File: src/rtl/ff_bank.sv
// ---------------------------------------------------------------------------
// ff_bank -- bank of WIDTH multi-function flip-flops (D / T / JK / SR).
//
// All bits share one function selected by `mode`. Each bit has its own
// per-bit inputs `a` and `b`. A parallel load overrides the selected
// function. Reset is synchronous and active high.
//
// Parameters
//   WIDTH    number of flip-flop bits in the bank (1 is legal)
//   CNT_W    width of the optional change counter
//
// Ports
//   clk        in   1      clock, rising edge
//   rst        in   1      synchronous active-high reset
//   en         in   1      update enable (0 = hold)
//   mode       in   2      00 D, 01 T, 10 JK, 11 SR
//   a          in   WIDTH  per-bit D / T / J / S
//   b          in   WIDTH  per-bit K / R (unused in D and T modes)
//   load       in   1      parallel load strobe (beats en)
//   load_val   in   WIDTH  parallel load data
//   clr_err    in   1      clears sticky sr_err
//   q          out  WIDTH  registered state
//   qn         out  WIDTH  ~q
//   sr_err     out  1      sticky flag: SR mode saw S=R=1 on some bit
//   chg        out  1      one-cycle pulse: q changed at the last edge
//   chg_cnt    out  CNT_W  saturating count of chg pulses
//                          (only when FF_CHG_CNT_EN is defined)
//
// Build option
//   FF_CHG_CNT_EN  when defined, adds the chg_cnt port and its counter.
// ---------------------------------------------------------------------------
module ff_bank #(
  parameter int WIDTH = 8,
  parameter int CNT_W = 16
) (
  input  logic             clk,
  input  logic             rst,
  input  logic             en,
  input  logic [1:0]       mode,
  input  logic [WIDTH-1:0] a,
  input  logic [WIDTH-1:0] b,
  input  logic             load,
  input  logic [WIDTH-1:0] load_val,
  input  logic             clr_err,
  output logic [WIDTH-1:0] q,
  output logic [WIDTH-1:0] qn,
  output logic             sr_err,
  output logic             chg
`ifdef FF_CHG_CNT_EN
  ,
  output logic [CNT_W-1:0] chg_cnt
`endif
);

  typedef enum logic [1:0] {
    MODE_D  = 2'b00,
    MODE_T  = 2'b01,
    MODE_JK = 2'b10,
    MODE_SR = 2'b11
  } mode_e;

  mode_e mode_sel;
  assign mode_sel = mode_e'(mode);

  // -------------------------------------------------------------------------
  // State
  // -------------------------------------------------------------------------
  logic [WIDTH-1:0] q_q, q_d;
  logic             sr_err_q, sr_err_d;
  logic             chg_q, chg_d;

  // Per-bit result of the selected function, and per-bit SR violation.
  logic [WIDTH-1:0] func_next;
  logic [WIDTH-1:0] sr_viol;

  // -------------------------------------------------------------------------
  // Per-bit function logic
  // -------------------------------------------------------------------------
  genvar gi;
  generate
    for (gi = 0; gi < WIDTH; gi++) begin : g_bit
      always_comb begin
        func_next[gi] = q_q[gi];
        sr_viol[gi]   = 1'b0;
        unique case (mode_sel)
          MODE_D: func_next[gi] = a[gi];
          MODE_T: func_next[gi] = q_q[gi] ^ a[gi];
          MODE_JK: begin
            unique case ({a[gi], b[gi]})
              2'b00: func_next[gi] = q_q[gi];
              2'b01: func_next[gi] = 1'b0;
              2'b10: func_next[gi] = 1'b1;
              2'b11: func_next[gi] = ~q_q[gi];
            endcase
          end
          MODE_SR: begin
            unique case ({a[gi], b[gi]})
              2'b00: func_next[gi] = q_q[gi];
              2'b01: func_next[gi] = 1'b0;
              2'b10: func_next[gi] = 1'b1;
              // Invalid S=R=1: this bit holds, the bank flags the error.
              2'b11: begin
                func_next[gi] = q_q[gi];
                sr_viol[gi]   = 1'b1;
              end
            endcase
          end
        endcase
      end
    end
  endgenerate

  // -------------------------------------------------------------------------
  // Next-state selection: load beats enable; reset handled in the register.
  // -------------------------------------------------------------------------
  always_comb begin
    q_d      = q_q;
    sr_err_d = sr_err_q;

    if (load) begin
      q_d = load_val;
    end else if (en) begin
      q_d = func_next;
    end

    if (clr_err) begin
      sr_err_d = 1'b0;
    end
    // A violation at the same edge as clr_err still leaves the flag set.
    if (!load && en && (mode_sel == MODE_SR) && (|sr_viol)) begin
      sr_err_d = 1'b1;
    end

    chg_d = (q_d != q_q);
  end

  always_ff @(posedge clk) begin
    if (rst) begin
      q_q      <= '0;
      sr_err_q <= 1'b0;
      chg_q    <= 1'b0;
    end else begin
      q_q      <= q_d;
      sr_err_q <= sr_err_d;
      chg_q    <= chg_d;
    end
  end

  assign q      = q_q;
  assign qn     = ~q_q;
  assign sr_err = sr_err_q;
  assign chg    = chg_q;

  // -------------------------------------------------------------------------
  // Optional saturating change counter
  // -------------------------------------------------------------------------
`ifdef FF_CHG_CNT_EN
  logic [CNT_W-1:0] chg_cnt_q, chg_cnt_d;

  always_comb begin
    chg_cnt_d = chg_cnt_q;
    // Counts the same edges that raise chg; sticks at all-ones.
    if (chg_d && (chg_cnt_q != {CNT_W{1'b1}})) begin
      chg_cnt_d = chg_cnt_q + 1'b1;
    end
  end

  always_ff @(posedge clk) begin
    if (rst) begin
      chg_cnt_q <= '0;
    end else begin
      chg_cnt_q <= chg_cnt_d;
    end
  end

  assign chg_cnt = chg_cnt_q;
`else
  // Counter absent; CNT_W only has to describe a realisable width.
  generate
    if (CNT_W < 1) begin : g_cnt_w_invalid
    end
  endgenerate
`endif

endmodule

File: config.mk
export PLATFORM = sky130hd
export DESIGN_NAME = ff_bank
export DESIGN_NICKNAME = d
export VERILOG_FILES = /design/src/rtl/ff_bank.sv
export SDC_FILE = /design/constraint.sdc
export NUM_CORES = 1
export LEC_CHECK = 0
export BUFFER_PORTS_ARGS = -buffer_cell sky130_fd_sc_hd__buf_2
export CORE_MARGIN = 1.5
export CORE_UTILIZATION = 53
export DETAILED_ROUTE_END_ITERATION = 7
export PLACE_DENSITY = 0.82
export SYNTH_ARGS = -nofsm -noshare
export SYNTH_HDL_FRONTEND = slang
export SYNTH_SLANG_ARGS = --single-unit
File: constraint.sdc
create_clock -name clk -period 2.15 [get_ports clk]
set_input_delay 0.215 -clock clk [delete_from_list [all_inputs] [get_ports clk]]
set_output_delay 0.215 -clock clk [all_outputs]
set_load 0.02 [all_outputs]
After elaboration in Yosys (flattened, before gate mapping):

Cells that the tools add are included.

* add/subtract/negate cells: 0
* multiply operators: 0
* div/mod/pow operators: 0
* order comparisons: 0
* equal/unequal tests: 28
* shifts and indexed selects: 0
* mux-type cells: 44
* bitwise operators: 17
* reduce and logical (&&, ||, !) cells: 23

Operator list (count)
* $pmux 1 s4: 16
* $eq 2x2->1 const B: 18
* $pmux 1 s3: 8
* $eq 2x1->1 const B: 9
* $logic_not 2->1: 9
* $mux 1: 18
* $mux 8: 2
* $reduce_or 2->1: 8
* $ne 8x8->1: 1
* $not 1->1: 8
* $not 8->8: 1
* $reduce_or 8->1: 1
* $xor 1x1->1: 8
* $logic_and 1x1->1: 3
* $reduce_bool 2->1: 1
* $logic_not 1->1: 1

* register bits: 10
* bits in latches: 0
* memory bits (writable): 0
* ROM bits: 0
* input port bits: 31
* memories kept: 0

Longest topological paths before layout:

Gate-level depths: netlist of run 1.

* depth after elaboration: 7
* gate-level depth with buffers: 7

Least setup slack after synthesis of run 1:

No wires, ideal clock.

* kind: flip-flop to flip-flop
* start point: reg q_q[3], in the netlist q[3]
* end point: reg chg_q, in the netlist chg
* library setup time: 77 ps
* arrival time: 1770 ps
* data required time: 2073 ps
* slack: 303 ps
* stages on the path, launching flop included: 7
* buffers on the path: 1
* period minus slack after synthesis: 1847 ps
* cells stage by stage: dfxtp_1 clkbuf_1 maj3_1 o32ai_2 mux2_2 o2111a_1 a41oi_2

* cells in the longest elaborated chain, start to end: 6
* elaborated cells on any way between the ends: 8
* those cells by class: 1 x eq/ne; 5 x mux; 2 x bitwise

RTL lines
* from (decl): line 68 `logic [WIDTH-1:0] q_q, q_d;`
* from (signal assigned): line 143 `q_q <= q_d;`
* $not 1->1: line 93 `2'b11: func_next[gi] = ~q_q[gi];`
* $pmux 1 s4: line 89 `unique case ({a[gi], b[gi]})`
* $pmux 1 s4: line 85 `unique case (mode_sel)`
* $mux 8: line 122 `end else if (en) begin`
* $mux 8: line 120 `if (load) begin`
* $ne 8x8->1 (*): line 134 `chg_d = (q_d != q_q);`
* to (signal assigned): line 145 `chg_q <= chg_d;`
* to (decl): line 70 `logic chg_q, chg_d;`

Mark *: on every way between the ends. The rest lies on a longest branch, timed or not.
A chain may end at the register's enable or synchronous reset.

Worst setup path after layout of run 1:

Same ends and word-level chain as after synthesis.

==> results of run 1 <==
==> stage by stage <==
step | instances | util
3_5_place_dp | 274 | 0.6154
3_3_place_gp | 274 | 0.6154
2_1_floorplan | 206 | -
4_1_cts | 277 | 0.6229
5_1_grt | 277 | 0.6229
6_report | 277 | 0.6229
==> worst max-delay path, stage by stage (launching register included) <==
cell and delay (ns):
dfxtp_1 0.38, maj3_1 0.39, o32ai_2 0.17, mux2_2 0.37, o2111a_1 0.24, a41oi_2 0.15
==> synthesized netlist by cell type (all sizes together), types with 2 or more instances <==
master / number
inv: 25
ha: 24
a21oi: 21
buf: 10
dfxtp: 10
o221ai: 9
nand2: 8
nand2b: 8
nor2: 8
a211oi: 7
o21ai: 5
a21boi: 4
clkbuf: 4
maj3: 4
nand3b: 4
nor2b: 4
nor3: 4
nor4: 4
o21bai: 4
o22ai: 4
mux2i: 3
o2111ai: 3
o21a: 3
or3: 3
a2111oi: 2
a21o: 2
o311a: 2
o32ai: 2
==> per-layer routing <==
metal,vias up,wire length [µm],GRT usage
met3,6,269,0.05055
li1,850,-,-
met1,791,1890,0.3338
met2,67,1857,0.4079
met5,-,0,0
met4,0,39,0.02922
==> cells by family (layout without fill, tap and decap cells) <==
logic type | count (synthesis) | in the layout | share of synthesized area
and+or+nand+nor | 45 | 45 | 0.1630
adders and majority gates | 28 | 28 | 0.2085
muxes | 4 | 4 | 0.02502
xor gates and xnor gates | 1 | 1 | 0.005308
DFF | 10 | 10 | 0.1213
buffers and inverters | 39 | 77 | 0.1122
AOI/OAI and AO/OA | 79 | 79 | 0.3647
==> cell type report <==
type / instances / area, µm² / area share
multi-input combinational: 157 / 1265 / 0.6763
timing repair buffer: 49 / 247.7 / 0.1324
sequential: 10 / 200.2 / 0.1070
inverter: 25 / 93.84 / 0.05017
tap: 33 / 41.29 / 0.02207
clock buffer: 3 / 22.52 / 0.01204
==> worst paths after layout <==
kind | from | endpoint | slack (ns) | cells past startpoint
max reg2reg | q[3]$_SDFF_PP0_ | chg$_SDFF_PP0_ | 0.39 | 5
min | load_val[3] | q[3]$_SDFF_PP0_ | 0.24 | 3
min reg2reg | sr_err$_SDFFE_PP0P_ | sr_err$_SDFFE_PP0P_ | 0.48 | 2
max | q[3]$_SDFF_PP0_ | chg$_SDFF_PP0_ | 0.39 | 5
==> sequential cells by signal (all words and copies together), names as in the netlist <==
signal and count:
q 8, sr_err 1, chg 1
==> placed cells by master, fill, tap and decap left out, drive strengths merged, types with 4 or more instances in the layout <==
master | synthesis | routed
buf | 10 | 49
inv | 25 | 25
ha | 24 | 24
a21oi | 21 | 21
dfxtp | 10 | 10
o221ai | 9 | 9
nor2 | 8 | 8
nand2 | 8 | 8
nand2b | 8 | 8
a211oi | 7 | 7
o21ai | 5 | 5
a21boi | 4 | 4
nor3 | 4 | 4
o22ai | 4 | 4
nor2b | 4 | 4
o21bai | 4 | 4
maj3 | 4 | 4
nand3b | 4 | 4
nor4 | 4 | 4
==> report_power, final <==
group | internal (mW) | total, mW | leakage, nW | switching (mW)
Clock | 0.0648 | 0.131 | 0.0138 | 0.0667
Combinational | 0.143 | 0.345 | 0.780 | 0.202
Sequential | 0.199 | 0.224 | 0.0829 | 0.0247
==> implementation parameters, run 1 <==
Parameter                              Value

Run status
  Result of the run ... finished clean

Critical path
  CP max FO ... 8
  Worst Path Class, Setup ... register to register
  Crit path arrival time ... just under 2 ns
  Endpoint class of the critical path ... register
  Type of element launching the critical path ... register
  Required time of the critical path ... 2.35 ns

Final layout
  Number of filler instances in the final layout ... roughly 280
  Layout overhead on the synthesized area ... 13.34%
  Net count reported at finish ... 301
  Antenna Cells ... 0
  Fraction of final layout cells sized beyond drive strength 1 ... 0.2787
  Post-route design area ... 1871 µm²

Route
  Via density per instance ... 6.188
  Number of vias in the routed layout ... about 1700
  Post-detailed-route count of antenna-violating nets ... 0
  DRC violations left ... 0
  DR pass1 iterations ... 4
  Routed WL per cell ... 14.65 µm
  Drt first-iter violations ... 83
  Total length of routed wires ... between 4000 and 5000 µm

STA
  Smallest hold slack ... 0.2385 ns
  Worst Clk Skew ... 0.007037 ns
  Worst-Margin Slew ... 0.5303 ns
  Crit share post-route ... 0.8196
  Max-Slew Margin vs Limit ... 0.6373
  Count of endpoints failing setup in the final report ... 0
  Sum of negative setup slack ... 0 ns
  RSZ-0062 raised after global routing ... false
  Number of endpoints with negative hold slack in the final report ... 0
  Max Fclk ... approximately 0.57 GHz
  Setup WS post-layout ... a little under 0.4 ns
  Final Slew Violations ... 0
  Final Critical Period ... 1.762 ns

Power
  Worst vdd ir ... 0.2626 mV
  P per Cell Area ... 374.5 nW/µm²
  Design Power ... 700.5 µW
  Leakage power of the design ... about 0.88 nW

CTS
  Clock buffers created by TritonCTS ... 3
  Clock-pin slew on the worst setup and hold paths ... approximately 0.07 ns
  Post-CTS Hold Buffers ... 0
  Total of cells resized after clock tree synthesis ... 0
  Setup Fix Bufs, Post-CTS ... 0
  CTS Sinks ... 10
  CTS tree ... done
  Clock root buffer ... clkbuf_4
  Deepest clock path buffer count ... 2
  Count of H-tree levels built during CTS ... 1
  Worst-skew pair later-pin latency ... 0.27 ns

Placed design
  Port Buffers ... 48
  HPWL after DPL ... 3100 µm
  Post-DP Area ... 1848 µm²
  Post-placement worst setup slack ... 0.2044 ns
  Final RePlAce weighted congestion ... 0.9631

Logic synthesis
  Proportion of register bits with asynchronous set or reset after synthesis ... 0
  Post-synth top flop ... dfxtp_1
  Synthesized netlist cell count ... 206
  Cells taking the most area after synthesis ... ha_1 18%, dfxtp_1 12%, a21oi_1 6.4%, inv_1 5.7%, a211oi_1 3.2%
  Yosys reg bits ... 10
  Netlist cell types ... 54
  Number of enable flip-flop cells after synthesis ... 0
  Synthesized cell area ... 1650 µm²
  Post-synth top area share ... 0.1820
  Post-synthesis average cell area ... ~8.0 µm²
  Post-synthesis cell type with the largest combined area ... ha_1
  Count of warnings emitted by yosys ... 0
  Sequential element share of the synthesized area ... 0.1213
  Synthesized netlist net count ... 261

Hold path
  Class of the worst hold path ... input port to register

Die
  Standard-cell rows ... 20
  DIE AREA ... 3457 µm²
  Core area ... 3003 µm²
  Initial core utilization ... 0.5496
  Die outline height ... 58.80 µm
  Number of top-level design ports ... 49
  X dimension of the die ... 58.80 µm

Global routing
  First-pass GRT wire length ... 6617 µm
  Pin count of the biggest net entering global routing ... 23
  GRT Total Usage ... 0.2443
  Antenna violations before repair ... 0
  Gr ovfl total ... 0
  Via count of the first global-routing pass ... 1458

Flow run
  Reported max-cap violation count ... 0
No activity file was read; power rests on OpenSTA's default activity.
==> run 2, diff against run 1 <==
--- a/config.mk
+++ b/config.mk
@@ -5,11 +5,12 @@
 export SDC_FILE = /design/constraint.sdc
 export NUM_CORES = 1
 export LEC_CHECK = 0
+export ABC_AREA = 1
 export BUFFER_PORTS_ARGS = -buffer_cell sky130_fd_sc_hd__buf_2
 export CORE_MARGIN = 1.5
-export CORE_UTILIZATION = 53
+export CORE_UTILIZATION = 51
 export DETAILED_ROUTE_END_ITERATION = 7
-export PLACE_DENSITY = 0.82
+export PLACE_DENSITY = 0.8
 export SYNTH_ARGS = -nofsm -noshare
 export SYNTH_HDL_FRONTEND = slang
 export SYNTH_SLANG_ARGS = --single-unit
==> constraint.sdc (replaced) <==
create_clock -name clk -period 1.8 [get_ports clk]
set_input_delay 0.18 -clock clk [delete_from_list [all_inputs] [get_ports clk]]
set_output_delay 0.18 -clock clk [all_outputs]
set_load 0.02 [all_outputs]
==> implementation parameters, run 2 <==
Parameter                              Value

Logic synthesis
  Yosys reg bits ... 10 (unchanged)
  Post-synthesis cell type with the largest combined area ... nand2_1
  Cells taking the most area after synthesis ... nand2_1 22%, ha_1 20%, dfxtp_1 13%, nand3_1 9.7%, a21oi_1 9.1%
  Sequential element share of the synthesized area ... 0.1343 (+0.01304)
  Synthesized netlist net count ... 303 (+16%)
  Proportion of register bits with asynchronous set or reset after synthesis ... 0 (unchanged)
  Synthesized netlist cell count ... 248 (+20%)
  Post-synthesis average cell area ... 6.009 µm² (-25%)
  Commonest cells in the netlist ... 88 x nand2_1, 35 x inv_1, 29 x nand3_1
  Post-synth top flop ... dfxtp_1
  Synthesized cell area ... 1490 µm² (-9.7%)
  Netlist cell types ... 22 (-59%)
  Post-synth top area share ... 0.2217 (+0.03971)
  Number of enable flip-flop cells after synthesis ... 0 (unchanged)
  Count of warnings emitted by yosys ... 0 (unchanged)
  Leading cell type by number of instances after synthesis ... nand2_1

CTS
  CTS Sinks ... 10 (unchanged)
  CTS tree ... done
  Clock root buffer ... clkbuf_4
  Total of cells resized after clock tree synthesis ... 0 (unchanged)
  Setup Fix Bufs, Post-CTS ... 0 (unchanged)
  Worst-skew pair later-pin latency ... 0.28 ns (about the same)
  Clock-pin slew on the worst setup and hold paths ... 0.07 ns (about the same)
  Deepest clock path buffer count ... 2 (unchanged)
  Count of H-tree levels built during CTS ... 1 (unchanged)
  Post-CTS Hold Buffers ... 0 (unchanged)
  Clock buffers created by TritonCTS ... 3 (unchanged)

Final layout
  Net count reported at finish ... 350 (+16%)
  Fraction of final layout cells sized beyond drive strength 1 ... 0.2253 (-0.05343)
  Core occupancy in the finished layout ... 0.6279 (+0.005032)
  Number of filler instances in the final layout ... 289 (+5.1%)
  Antenna Cells ... 0 (unchanged)
  Post-route design area ... 1732 µm² (-7.4%)
  Most used cells in the layout excluding fill and tap cells ... 88 x nand2_1, 48 x buf_2, 35 x inv_1
  Area of combinational cells with multiple inputs ... 1085 µm² (-14%)
  Most common library cell in the layout ignoring fill and taps ... nand2_1
  Layout overhead on the synthesized area ... 16.20%
  Non-filler instance count after layout ... 324 (+17%)
  Number of flip-flops under the largest register name ... 8 (unchanged)
  Total area of sequential cells ... 200.2 µm² (unchanged)

Route
  Via density per instance ... 5.046 (-18%)
  DRC violations left ... 0 (unchanged)
  Routed WL per cell ... 11.54 µm (-21%)
  Total length of routed wires ... 3738 µm (-7.9%)
  Drt first-iter violations ... 74 (-11%)
  Number of vias in the routed layout ... 1635 (-4.6%)
  DR pass1 iterations ... 4 (unchanged)
  Post-detailed-route count of antenna-violating nets ... 0 (unchanged)

Critical path
  Length in cells of the worst reg-to-reg path ... 12 (+7)
  Worst Path Class, Setup ... register to register
  Highest-delay cell along the critical path ... dfxtp_1
  Reg-to-Reg Start ... q[2]$_SDFF_PP0_
  CP bufs+invs ... 0 (unchanged)
  Terminus of the critical flop-to-flop path ... chg$_SDFF_PP0_
  CP max FO ... 6 (-2)
  Most frequent cell on the critical path ... nand2_1
  Crit path arrival time ... 1.58 ns (-0.38 ns)
  Cell family with the largest share of critical-path delay ... simple AND/OR/NAND/NOR gates
  Endpoint class of the critical path ... register
  Required time of the critical path ... 1.97 ns (-0.38 ns)
  Type of element launching the critical path ... register
  Critical-path cell list ... nand2_1 > nand2_1 > a21oi_2 > nand3_1 > nand2_1 > nand2_1 > nand2_1 > nand2_1 > nor2_1 > nand2_1 > nor2_1 > nor2_1
  Setup slack of the most critical reg-to-reg path ... 0.38 ns (about the same)
  Largest incremental delay on the critical path ... 0.36 ns (-0.03 ns)

Global routing
  First-pass GRT wire length ... 6403 µm (-3.2%)
  GRT Total Usage ... 0.2471 (+0.002747)
  Via count of the first global-routing pass ... 1517 (+4.0%)
  Antenna violations before repair ... 0 (unchanged)
  Pin count of the biggest net entering global routing ... 18 (-22%)
  Gr ovfl total ... 0 (unchanged)

Die
  Die outline height ... 57.06 µm (-3.0%)
  Initial core utilization ... 0.5404 (-0.009202)
  Standard-cell rows ... 19 (-5.0%)
  Number of top-level design ports ... 49 (unchanged)
  DIE AREA ... 3255 µm² (-5.8%)
  Core area ... 2758 µm² (-8.2%)
  X dimension of the die ... 57.06 µm (-3.0%)

STA
  Smallest hold slack ... 0.1570 ns (-0.08154 ns)
  Setup WS post-layout ... 0.3833 ns (-0.004433 ns)
  Number of endpoints with negative hold slack in the final report ... 0 (unchanged)
  Worst Clk Skew ... 0.005569 ns (-0.001468 ns)
  Max-Slew Margin vs Limit ... 0.6620 (+0.02463)
  Sum of negative setup slack ... 0 ns (unchanged)
  Crit share post-route ... 0.7870 (-0.03261)
  Final Slew Violations ... 0 (unchanged)
  Count of endpoints failing setup in the final report ... 0 (unchanged)
  Final Critical Period ... 1.417 ns (-0.3456 ns)
  Worst-Margin Slew ... 0.5065 ns (-0.02378 ns)
  RSZ-0062 raised after global routing ... false
  Max Fclk ... 0.7059 GHz (+24%)

Placed design
  Post-DP Area ... 1709 µm² (-7.5%)
  Post-placement worst setup slack ... 0.1096 ns (-0.09471 ns)
  Placed cells ... 321 (+17%)
  HPWL after DPL ... 2903 µm (-6.3%)
  Final RePlAce weighted congestion ... 0.8164 (-15%)
  Port Buffers ... 48 (unchanged)

Power
  P per Cell Area ... 452.2 nW/µm² (+21%)
  Leakage power of the design ... 1.016 nW (+16%)
  Worst vdd ir ... 0.3345 mV (+27%)
  Design Power ... 783.1 µW (+12%)

Hold path
  Class of the worst hold path ... input port to register
  Worst hold path depth ... 4 (+1)
  Source of the worst hold timing path ... clr_err
  Sink of the worst hold path ... sr_err$_SDFFE_PP0P_

Flow run
  Reported max-cap violation count ... 0 (unchanged)

Run status
  Result of the run ... finished clean
[run 2: worst register-to-register path: stages, from the launching register on]
cell,delay (ns)
dfxtp_1,0.36
nand2_1,0.08
nand2_1,0.06
a21oi_2,0.14
nand3_1,0.08
nand2_1,0.11
nand2_1,0.06
nand2_1,0.05
nand2_1,0.04
nor2_1,0.12
nand2_1,0.06
nor2_1,0.10
nor2_1,0.04
[run 2: layout make-up]
type / instances / share of cell area
Clock buffer: 3 / 0.01301
Inverter: 36 / 0.07948
Multi-Input combinational cell: 195 / 0.6264
Sequential cell: 10 / 0.1156
Tap cell: 31 / 0.02240
Timing Repair Buffer: 49 / 0.1431
[run 2: cells by family (layout without fill, tap and decap cells)]
group | after synthesis | count (layout) | synth area share
DFF | 10 | 10 | 0.1343
buffers and inverters | 43 | 88 | 0.1377
AOI/OAI and AO/OA | 31 | 31 | 0.1142
adders and majority gates | 24 | 24 | 0.2015
and+or+nand+nor | 140 | 140 | 0.4123
[run 2: routing by layer]
metal  wire length [µm]  track usage
met3                198      0.02721
met1               1751       0.3213
met5                  0            0
met4                 40      0.06645
met2               1748       0.4335
[run 2: worst max path at each step]
stage	depth (start not counted)	to	startpoint	slack (ns)
4_1_cts	15	chg$_SDFF_PP0_	a[3]	0.39
6_report	12	chg$_SDFF_PP0_	q[2]$_SDFF_PP0_	0.38
5_1_grt	15	chg$_SDFF_PP0_	a[3]	0.19
3_5_place_dp	15	chg$_SDFF_PP0_	a[2]	0.11
3_3_place_gp	15	chg$_SDFF_PP0_	a[3]	0.15
2_1_floorplan	9	chg$_SDFF_PP0_	q[1]$_SDFF_PP0_	0.37
[run 2: power by group]
part           switching [mW]  internal [mW]  total, mW  leakage (nW)
clock network          0.0908         0.0777      0.169        0.0138
registers              0.0186          0.236      0.255        0.0829
logic                   0.230          0.129      0.360         0.920
total                   0.340          0.443      0.783          1.02
